<file path="config.mk">
export PLATFORM = sky130hd
export DESIGN_NAME = fft_addr_gen
export DESIGN_NICKNAME = d
export VERILOG_FILES = /design/src/rtl/fft_pkg.sv /design/src/rtl/fft_bf_addr.sv /design/src/rtl/fft_addr_gen.sv
export SDC_FILE = /design/constraint.sdc
export NUM_CORES = 1
export LEC_CHECK = 0
export CAP_MARGIN = 30
export CORE_UTILIZATION = 58
export CTS_CLUSTER_SIZE = 14
export DETAILED_ROUTE_END_ITERATION = 8
export HOLD_SLACK_MARGIN = 0.1
export PLACE_DENSITY = 0.91
export SKIP_LAST_GASP = 1
export SLEW_MARGIN = 20
export SYNTH_ARGS = -nofsm -noshare
export SYNTH_HDL_FRONTEND = slang
export SYNTH_HIERARCHICAL = 1
export SYNTH_SLANG_ARGS = --single-unit
</file>
<file path="constraint.sdc">
create_clock -name i_clk -period 5.6 [get_ports i_clk]
set_input_delay 1.12 -clock i_clk [delete_from_list [all_inputs] [get_ports i_clk]]
set_output_delay 1.12 -clock i_clk [all_outputs]
set_load 0.05 [all_outputs]
</file>
<file path="src/rtl/fft_pkg.sv">
// Shared definitions for the 1024-point radix-2 DIT FFT core.
// Holds the FFT size constants, the default butterfly write-back latency,
// the address/stage types and the address sequencer state enum.
package fft_pkg;

    localparam int unsigned LOG2_N     = 10;
    localparam int unsigned N          = 1 << LOG2_N;
    localparam int unsigned NUM_BF     = N / 2;
    localparam int unsigned BF_LATENCY = 4;

    typedef logic [LOG2_N-1:0] fft_addr_t;
    typedef logic [LOG2_N-2:0] tw_addr_t;
    typedef logic [3:0]        stage_t;

    typedef enum logic [1:0] {
        StIdle,
        StRun,
        StDrain,
        StDone
    } fsm_state_e;

endpackage

</file>
<file path="src/rtl/fft_bf_addr.sv">
// Combinational butterfly address map for one radix-2 DIT stage.
// Ports:
//   i_stage   - stage index s, 0..LOG2_N-1
//   i_bf_idx  - butterfly index j within the stage
//   o_addr_a  - top operand address A
//   o_addr_b  - bottom operand address B = A + 2^s
//   o_tw_addr - twiddle ROM index k
module fft_bf_addr
    import fft_pkg::*;
(
    input  stage_t    i_stage,
    input  tw_addr_t  i_bf_idx,
    output fft_addr_t o_addr_a,
    output fft_addr_t o_addr_b,
    output tw_addr_t  o_tw_addr
);

    fft_addr_t w_j;
    fft_addr_t w_half;
    fft_addr_t w_pos;
    fft_addr_t w_grp;
    fft_addr_t w_tw_full;
    stage_t    w_tw_shift;

    assign w_j    = {1'b0, i_bf_idx};
    assign w_half = fft_addr_t'(1) << i_stage;
    assign w_pos  = w_j & (w_half - fft_addr_t'(1));
    assign w_grp  = w_j >> i_stage;

    // Insert a zero bit at position s: the group index moves up past the B-half.
    assign o_addr_a = (w_grp << (i_stage + stage_t'(1))) | w_pos;
    assign o_addr_b = o_addr_a + w_half;

    // pos < 2^s, so pos << (LOG2_N-1-s) always fits the 9-bit ROM index.
    assign w_tw_shift = stage_t'(LOG2_N - 1) - i_stage;
    assign w_tw_full  = w_pos << w_tw_shift;
    assign o_tw_addr  = tw_addr_t'(w_tw_full);

endmodule

</file>
<file path="src/rtl/fft_addr_gen.sv">
// Address and twiddle sequencer for the radix-2 DIT FFT.
// Walks all stages x butterflies after a start pulse, driving the twiddle ROM
// read port each RUN cycle and, one cycle later (aligned with ROM data), the
// butterfly operand addresses. A drain gap between stages lets write-back land.
// Ports:
//   i_clk, i_rst_n - clock, asynchronous active-low reset
//   i_start        - start pulse, only honoured in IDLE
//   i_stall        - back-pressure, freezes sequencing while in RUN
//   o_busy, o_done - status; o_done pulses once when the last stage drained
//   o_tw_rd_en, o_tw_addr - twiddle ROM read port
//   o_bf_valid, o_addr_a, o_addr_b, o_stage - butterfly beat, ROM-aligned
module fft_addr_gen
    import fft_pkg::*;
#(
    parameter int unsigned LOG2_N     = fft_pkg::LOG2_N,
    parameter int unsigned BF_LATENCY = fft_pkg::BF_LATENCY
) (
    input  logic      i_clk,
    input  logic      i_rst_n,
    input  logic      i_start,
    input  logic      i_stall,
    output logic      o_busy,
    output logic      o_done,
    output logic      o_tw_rd_en,
    output tw_addr_t  o_tw_addr,
    output logic      o_bf_valid,
    output fft_addr_t o_addr_a,
    output fft_addr_t o_addr_b,
    output stage_t    o_stage
);

    localparam int unsigned DRAIN_W = $clog2(BF_LATENCY + 2);
    localparam stage_t      LAST_STAGE = stage_t'(LOG2_N - 1);
    localparam tw_addr_t    LAST_BF    = tw_addr_t'(NUM_BF - 1);
    localparam logic [DRAIN_W-1:0] DRAIN_LAST = DRAIN_W'(BF_LATENCY);

    fsm_state_e          r_state, w_state_d;
    stage_t              r_stage, w_stage_d;
    tw_addr_t            r_bf_idx, w_bf_idx_d;
    logic [DRAIN_W-1:0]  r_drain_cnt, w_drain_cnt_d;

    logic      w_issue;
    fft_addr_t w_addr_a;
    fft_addr_t w_addr_b;
    tw_addr_t  w_tw_addr;

    logic      r_bf_valid;
    fft_addr_t r_addr_a;
    fft_addr_t r_addr_b;
    stage_t    r_bf_stage;

    fft_bf_addr u_bf_addr (
        .i_stage   (r_stage),
        .i_bf_idx  (r_bf_idx),
        .o_addr_a  (w_addr_a),
        .o_addr_b  (w_addr_b),
        .o_tw_addr (w_tw_addr)
    );

    assign w_issue = (r_state == StRun) && !i_stall;

    always_ff @(posedge i_clk or negedge i_rst_n) begin
        if (!i_rst_n) begin
            r_state     <= StIdle;
            r_stage     <= '0;
            r_bf_idx    <= '0;
            r_drain_cnt <= '0;
        end else begin
            r_state     <= w_state_d;
            r_stage     <= w_stage_d;
            r_bf_idx    <= w_bf_idx_d;
            r_drain_cnt <= w_drain_cnt_d;
        end
    end

    always_comb begin
        w_state_d     = r_state;
        w_stage_d     = r_stage;
        w_bf_idx_d    = r_bf_idx;
        w_drain_cnt_d = r_drain_cnt;
        unique case (r_state)
            StIdle: begin
                if (i_start) begin
                    w_state_d  = StRun;
                    w_stage_d  = '0;
                    w_bf_idx_d = '0;
                end
            end
            StRun: begin
                if (!i_stall) begin
                    if (r_bf_idx == LAST_BF) begin
                        w_state_d     = StDrain;
                        w_bf_idx_d    = '0;
                        w_drain_cnt_d = '0;
                    end else begin
                        w_bf_idx_d = r_bf_idx + tw_addr_t'(1);
                    end
                end
            end
            StDrain: begin
                // Counts 0..BF_LATENCY, i.e. BF_LATENCY+1 cycles; stall is ignored.
                if (r_drain_cnt == DRAIN_LAST) begin
                    if (r_stage == LAST_STAGE) begin
                        w_state_d = StDone;
                    end else begin
                        w_state_d  = StRun;
                        w_stage_d  = r_stage + stage_t'(1);
                        w_bf_idx_d = '0;
                    end
                end else begin
                    w_drain_cnt_d = r_drain_cnt + DRAIN_W'(1);
                end
            end
            StDone: begin
                w_state_d  = StIdle;
                w_stage_d  = '0;
                w_bf_idx_d = '0;
            end
            default: w_state_d = StIdle;
        endcase
    end

    // Beat register: one cycle behind the ROM read, so it lines up with rd_data.
    // Addresses only load on an issued beat so idle outputs stay at zero.
    always_ff @(posedge i_clk or negedge i_rst_n) begin
        if (!i_rst_n) begin
            r_bf_valid <= 1'b0;
            r_addr_a   <= '0;
            r_addr_b   <= '0;
            r_bf_stage <= '0;
        end else begin
            r_bf_valid <= w_issue;
            if (w_issue) begin
                r_addr_a   <= w_addr_a;
                r_addr_b   <= w_addr_b;
                r_bf_stage <= r_stage;
            end
        end
    end

    assign o_busy     = (r_state != StIdle);
    assign o_done     = (r_state == StDone);
    assign o_tw_rd_en = (r_state == StRun);
    assign o_tw_addr  = (r_state == StRun) ? w_tw_addr : '0;
    assign o_bf_valid = r_bf_valid;
    assign o_addr_a   = r_addr_a;
    assign o_addr_b   = r_addr_b;
    assign o_stage    = r_bf_stage;

endmodule

</file>
# ---- Word-level counts from Yosys, hierarchy flattened
# Index checks and enable logic that the tools add are counted.
dict set report op_classes {
  n_addsub 6
  multipliers 0
  n_div 0
  n_lt_le_gt_ge 0
  n_eq_ne 12
  shift 4
  mux 21
  bitwise 2
  reduce_logical 10
}
# op count
set op_table {}
lappend op_table {{9-bit two-way mux} 6}
lappend op_table {{9-bit one-hot mux with 4 select lines} 1}
lappend op_table {{4-bit AND reduction} 4}
lappend op_table {{4-bit two-way mux} 3}
lappend op_table {{4-bit one-hot mux with 3 select lines} 1}
lappend op_table {{10-bit adder} 1}
lappend op_table {{9-bit by 10-bit bitwise AND with 10-bit output} 1}
lappend op_table {{2-bit two-way mux} 5}
lappend op_table {{2-bit != test (second input constant)} 5}
lappend op_table {{10-bit bitwise OR} 1}
lappend op_table {{1-bit by 4-bit left shift with 10-bit output (first input constant)} 1}
lappend op_table {{10-bit by 4-bit left shift with 10-bit output} 1}
lappend op_table {{10-bit by 4-bit left shift with 9-bit output} 1}
lappend op_table {{9-bit by 4-bit right shift with 10-bit output} 1}
lappend op_table {{10-bit by 1-bit subtractor with 10-bit output (second input constant)} 1}
lappend op_table {{9-bit by 1-bit adder with 9-bit output (second input constant)} 1}
lappend op_table {{9-bit equality test (second input constant)} 1}
lappend op_table {{3-bit two-way mux} 3}
lappend op_table {{2-bit one-hot mux with 4 select lines} 1}
lappend op_table {{3-bit one-hot mux with 2 select lines} 1}
lappend op_table {{4-bit by 1-bit adder with 4-bit output (second input constant)} 1}
lappend op_table {{2-bit equality test (second input constant)} 2}
lappend op_table {{4-bit equality test (second input constant)} 1}
lappend op_table {{2-bit nonzero test} 2}
lappend op_table {{other kinds (9)} 9}
dict set report word_totals {
  register_bits 43
  latch_bits 0
  mem_bits_rw 0
  romBits 0
  inputBits 4
  out_inout_bits 37
  word_cells 63
  memories 0
}

# ---- Logic depth before layout (Yosys ltp)
dict set report logic_depth {
  word_depth 5
  depth_mapped 19
  depth_no_buf 16
}

# ---- Cells and area by module
# The synthesis kept the hierarchy.
# module instances cells_per_inst area_per_inst_um2 seq_area_each_um2
set by_module_without_submodules {}
lappend by_module_without_submodules {fft_addr_gen 1 180 2098.3 1076.0}
lappend by_module_without_submodules {fft_bf_addr 1 272 1850.5 0.0}

# ---- Least setup slack after synthesis
# Ideal clock, no wire load.
dict set report synth_path {
  path_kind {register to output}
  start {reg r_stage[0]}
  end {out o_tw_addr[5]}
  arrival_time_ps 3339
  required_time_ps 4480
  setup_slack_ps 1141
  path_stages_with_launch 14
  path_buffers 2
  cell_sequence {dfrtp_1 -> clkinv_1 -> clkbuf_1 -> ha_1 -> clkbuf_1 -> nand2_1 -> ha_1 -> nand2b_1 -> mux2i_1 -> a21oi_1 -> nand2b_4 -> mux4_2 -> o31ai_2 -> and2_1}
}
dict set report synth_via {
  elab_chain_len 5
  word_cells_on_any_way 6
  classes_between {add/sub: 2; shift: 2; mux: 1; bitwise: 1}
}
# item line_no
set synth_rtl {}
lappend synth_rtl {{start, declared} fft_addr_gen.sv:38} ;# stage_t r_stage, w_stage_d;
lappend synth_rtl {{start signal, assigned} fft_addr_gen.sv:70} ;# r_stage <= w_stage_d;
lappend synth_rtl {{1-bit by 4-bit left shift with 10-bit output} fft_bf_addr.sv:26} ;# assign w_half = fft_addr_t'(1) << i_stage;
lappend synth_rtl {{10-bit by 1-bit subtractor with 10-bit output} fft_bf_addr.sv:27} ;# assign w_pos = w_j & (w_half - fft_addr_t'(1));
lappend synth_rtl {{9-bit by 10-bit bitwise AND with 10-bit output} fft_bf_addr.sv:27}
lappend synth_rtl {{10-bit by 4-bit left shift with 9-bit output (*)} fft_bf_addr.sv:36} ;# assign w_tw_full = w_pos << w_tw_shift;
lappend synth_rtl {{net w_tw_addr[5]} fft_addr_gen.sv:45} ;# tw_addr_t w_tw_addr;
lappend synth_rtl {{9-bit two-way mux (*)} fft_addr_gen.sv:144} ;# assign o_tw_addr = (r_state == StRun) ? w_tw_addr : '0;
lappend synth_rtl {{end, declared} fft_addr_gen.sv:25} ;# output tw_addr_t o_tw_addr,
# The timed path passes the listed nets; every way through them passes the cells marked *.

# ---- Final worst setup path
dict set report layout_path {
  start {reg r_stage[1]}
  end {out o_tw_addr[2]}
}
# The elaborated chain is that of the path after synthesis.

==> reports/results.tsv <==
metric	value	unit
crit_chain	inv_1, ha_1, nand2_1, ha_1, inv_1, xnor2_1, nand2_1, o21ai_0, nand3_1, nor2_1, and2_1, clkdlybuf4s50_1	
drtAntennaViolNets	0	
async_flop_share	100.0	%
tns	0	ps
routed_wl	10540	um
worst_ep_required_time	4480	ps
ys_seq_elements	43	
first_pass_iters	8	
die_h	84.51	um
drv_slew	0	
numCtsBuffers	5	
cp-start-kind	flop	
p_int	0.9936	mW
p_leak	1.942	nW
dieArea	0.007142	mm^2
ys_types	64	
place_congestion	1.027	
fp-row-count	29	
h-tree-depth	2	
synth_warnings	6	
max_cap_violations	0	
crit_path_max_fanout	13	
ios	41	
synth_ff_type	dfrtp_1	
worst_ir_drop_vdd	0.0003647	V
swShare	50.71	%
yosys.area.top_type_share	27.25	%
power_density	452.3	mW/mm^2
startpoint	r_stage[1]$_DFFE_PN0P_	
worstHoldStart	o_addr_a[6]$_DFFE_PN0P_	
pwr-share-comb	64.2	%
switchingPower	1.022	mW
slowest_delay	800	ps
yosysSeqAreaShare	27.25	%
endpoint_kind	output port	
cts_setup_buffers	0	
cp.arrival	3810	ps
area_delta_synth_final	12.86	%
violations	design-rule violations	
wire_per_inst	18.95	um
grt_pass1_wl	17710	um
hold_viol_final	0	
synth_top_cell_by_area	dfrtp_1	
holdWs	511.1	ps
cts_root_buf	clkbuf_8	
start_util	61.14	%
ys_top_cells_by_area	dfrtp_1 (27%), ha_1 (9.2%), mux2_2 (8.3%)	
dieWidth	84.51	um
seq_power_share	23.0	%
grt_max_degree	44	
vias	3748	
port_buffers	40	
rsz0062_at_grt	false	
drc	4	
drive_above_1_share	12.94	%
clock_latency	300	ps
syn_area_per_cell	8.736	um^2
syn-instance-count	452	
worst_slack	673.8	ps
placed_cells	548	
postCtsHoldBufs	0	
cts_tree	done	
finClkSkew	4.221	ps
core	0.006459	mm^2
drt_iter0_markers	421	
synth_edf_count	0	
grt_pass1_vias	3576	
fin_crit_sh	87.97	%
cts.path.max_buffers	2	
tightestPinTransition	707.2	ps
fin_crit	4926	ps
antenna_found_initial	0	
syn_nets	486	
clkPwrFrac	12.8	%
netlist_area	0.003949	mm^2
grt-ovfl-total	0	
relSlewSlack	52.36	%
max_freq	203.0	MHz
layout.nets	512	
dp_hpwl	7676	um
dp_slack	1109	ps
antenna_cells	0	
fin_cells	556	
grt_usage	30.75	%
critical_path_class	flop to output port	
status	complete, but fails checks	
ctsResizeCount	0	
via_per_inst	6.741	
slowest_stage	clkdlybuf4s50_1	
r2r-start	r_stage[3]$_DFFE_PN0P_	
p_total	2.016	mW
holdCritPathClass	flop to flop	
path_clk_slew	90	ps
cts_sinks	43	
setup_viol_count_final	0	
==> critical path, delay by kind of cell (launching register included) <==
kind | cells | cell delay (ps)
adders and majority gates | 2 | 720
xor gates and xnor gates | 1 | 200
and+or+nand+nor | 5 | 660
AOI/OAI and AO/OA | 1 | 160
buffers and inverters | 3 | 1220
DFF | 1 | 550
==> Yosys cell counts (3+ instances only) <==
library cell,n
o2111ai_1,3
o31ai_1,7
nor4_1,5
inv_1,21
nand4_1,7
a211oi_1,3
o211ai_1,6
xnor2_1,9
buf_6,3
buf_2,10
ha_1,29
nor3_1,7
or3_1,7
or2_2,3
o311ai_0,3
mux2i_1,9
mux4_2,3
dfrtp_1,43
nand2_1,41
a21o_1,4
nor2_1,24
o21a_1,3
a21oi_1,24
o22ai_1,4
nand3b_1,4
nor3b_1,3
and2_1,14
a22o_1,3
clkbuf_1,12
o21ai_0,32
nand3_1,15
mux2_2,29
xor2_1,5
a21boi_0,4
nand2b_1,8
a31oi_1,3
nor2b_1,11
==> logic make-up after synthesis <==
family                     share of synthesized area (%)
and+or+nand+nor                                    21.23
AOI/OAI and AO/OA                                  19.58
buffers and inverters                              5.640
DFF                                                27.25
muxes                                              12.93
adders and majority gates                          9.696
xor gates and xnor gates                           3.676
==> final timing paths <==
| path | endpoint | slack (ps) | depth (start not counted) |
|---|---|---|---|
| setup reg to reg | o_addr_b[9]$_DFFE_PN0P_ | 1080 | 11 |
| hold / removal | o_addr_a[6]$_DFFE_PN0P_ | 510 | 1 |
| hold reg to reg | o_addr_a[6]$_DFFE_PN0P_ | 510 | 1 |
| setup / recovery | o_tw_addr[2] | 670 | 12 |
| min in group asynchronous | o_addr_a[6]$_DFFE_PN0P_ | 800 | 1 |
| max in group asynchronous | r_bf_idx[4]$_DFFE_PN0P_ | 4420 | 1 |
==> metal layers <==
metal  global-route usage [%]  wire length, um
met1                    42.82             4504
met2                    47.45             4687
met3                    5.211              938
met4                    13.10              408
met5                        0                0
==> sequential cells by signal, indices dropped and copies added (netlist names) <==
signal	cells
o_bf_valid	1
r_state	2
r_bf_idx	9
r_drain_cnt	3
o_addr_a	10
o_stage	4
r_stage	4
o_addr_b	10
==> area by class of cell <==
class	count	area [um^2]
Tap cell	77	96.34
Clock buffer	6	82.58
Clock inverter	2	35.03
Sequential cell	43	1076
Multi-Input combinational cell	360	2658
Timing Repair Buffer	45	422.9
Fill cell	509	2002
Inverter	23	86.33
==> per-stage QoR <==
stage	cell area (um^2)	utilization, %
2_1_floorplan	3949	-
3_3_place_gp	4332	67.07
3_5_place_dp	4337	67.14
4_1_cts	4454	68.97
5_1_grt	4457	69.00
6_report	4457	69.00
==> power by group through the flow <==
| stage | Clock, mW | Sequential, mW | Combinational (mW) |
|---|---|---|---|
| finish | 0.257 | 0.464 | 1.29 |
| global route | 0.267 | 0.477 | 1.39 |
| CTS | 0.258 | 0.464 | 1.27 |
| floorplan | 0 | 0.633 | 0.781 |
| detailed placement | 0 | 0.469 | 1.26 |
| global placement | 0 | 0.463 | 1.23 |
==> cells in the final DEF, fill, tap and decap left out, types with 7 or more instances in the layout <==
cell type / n
a21oi_1: 24
and2_1: 14
buf_4: 11
clkdlybuf4s50_1: 34
dfrtp_1: 43
ha_1: 29
inv_1: 21
mux2_2: 29
mux2i_1: 9
nand2_1: 41
nand2b_1: 8
nand3_1: 15
nand4_1: 7
nor2_1: 24
nor2b_1: 10
nor3_1: 7
o21ai_0: 32
o31ai_1: 7
or3_1: 7
xnor2_1: 9
Note: power is estimated with default switching activity, not from simulation.
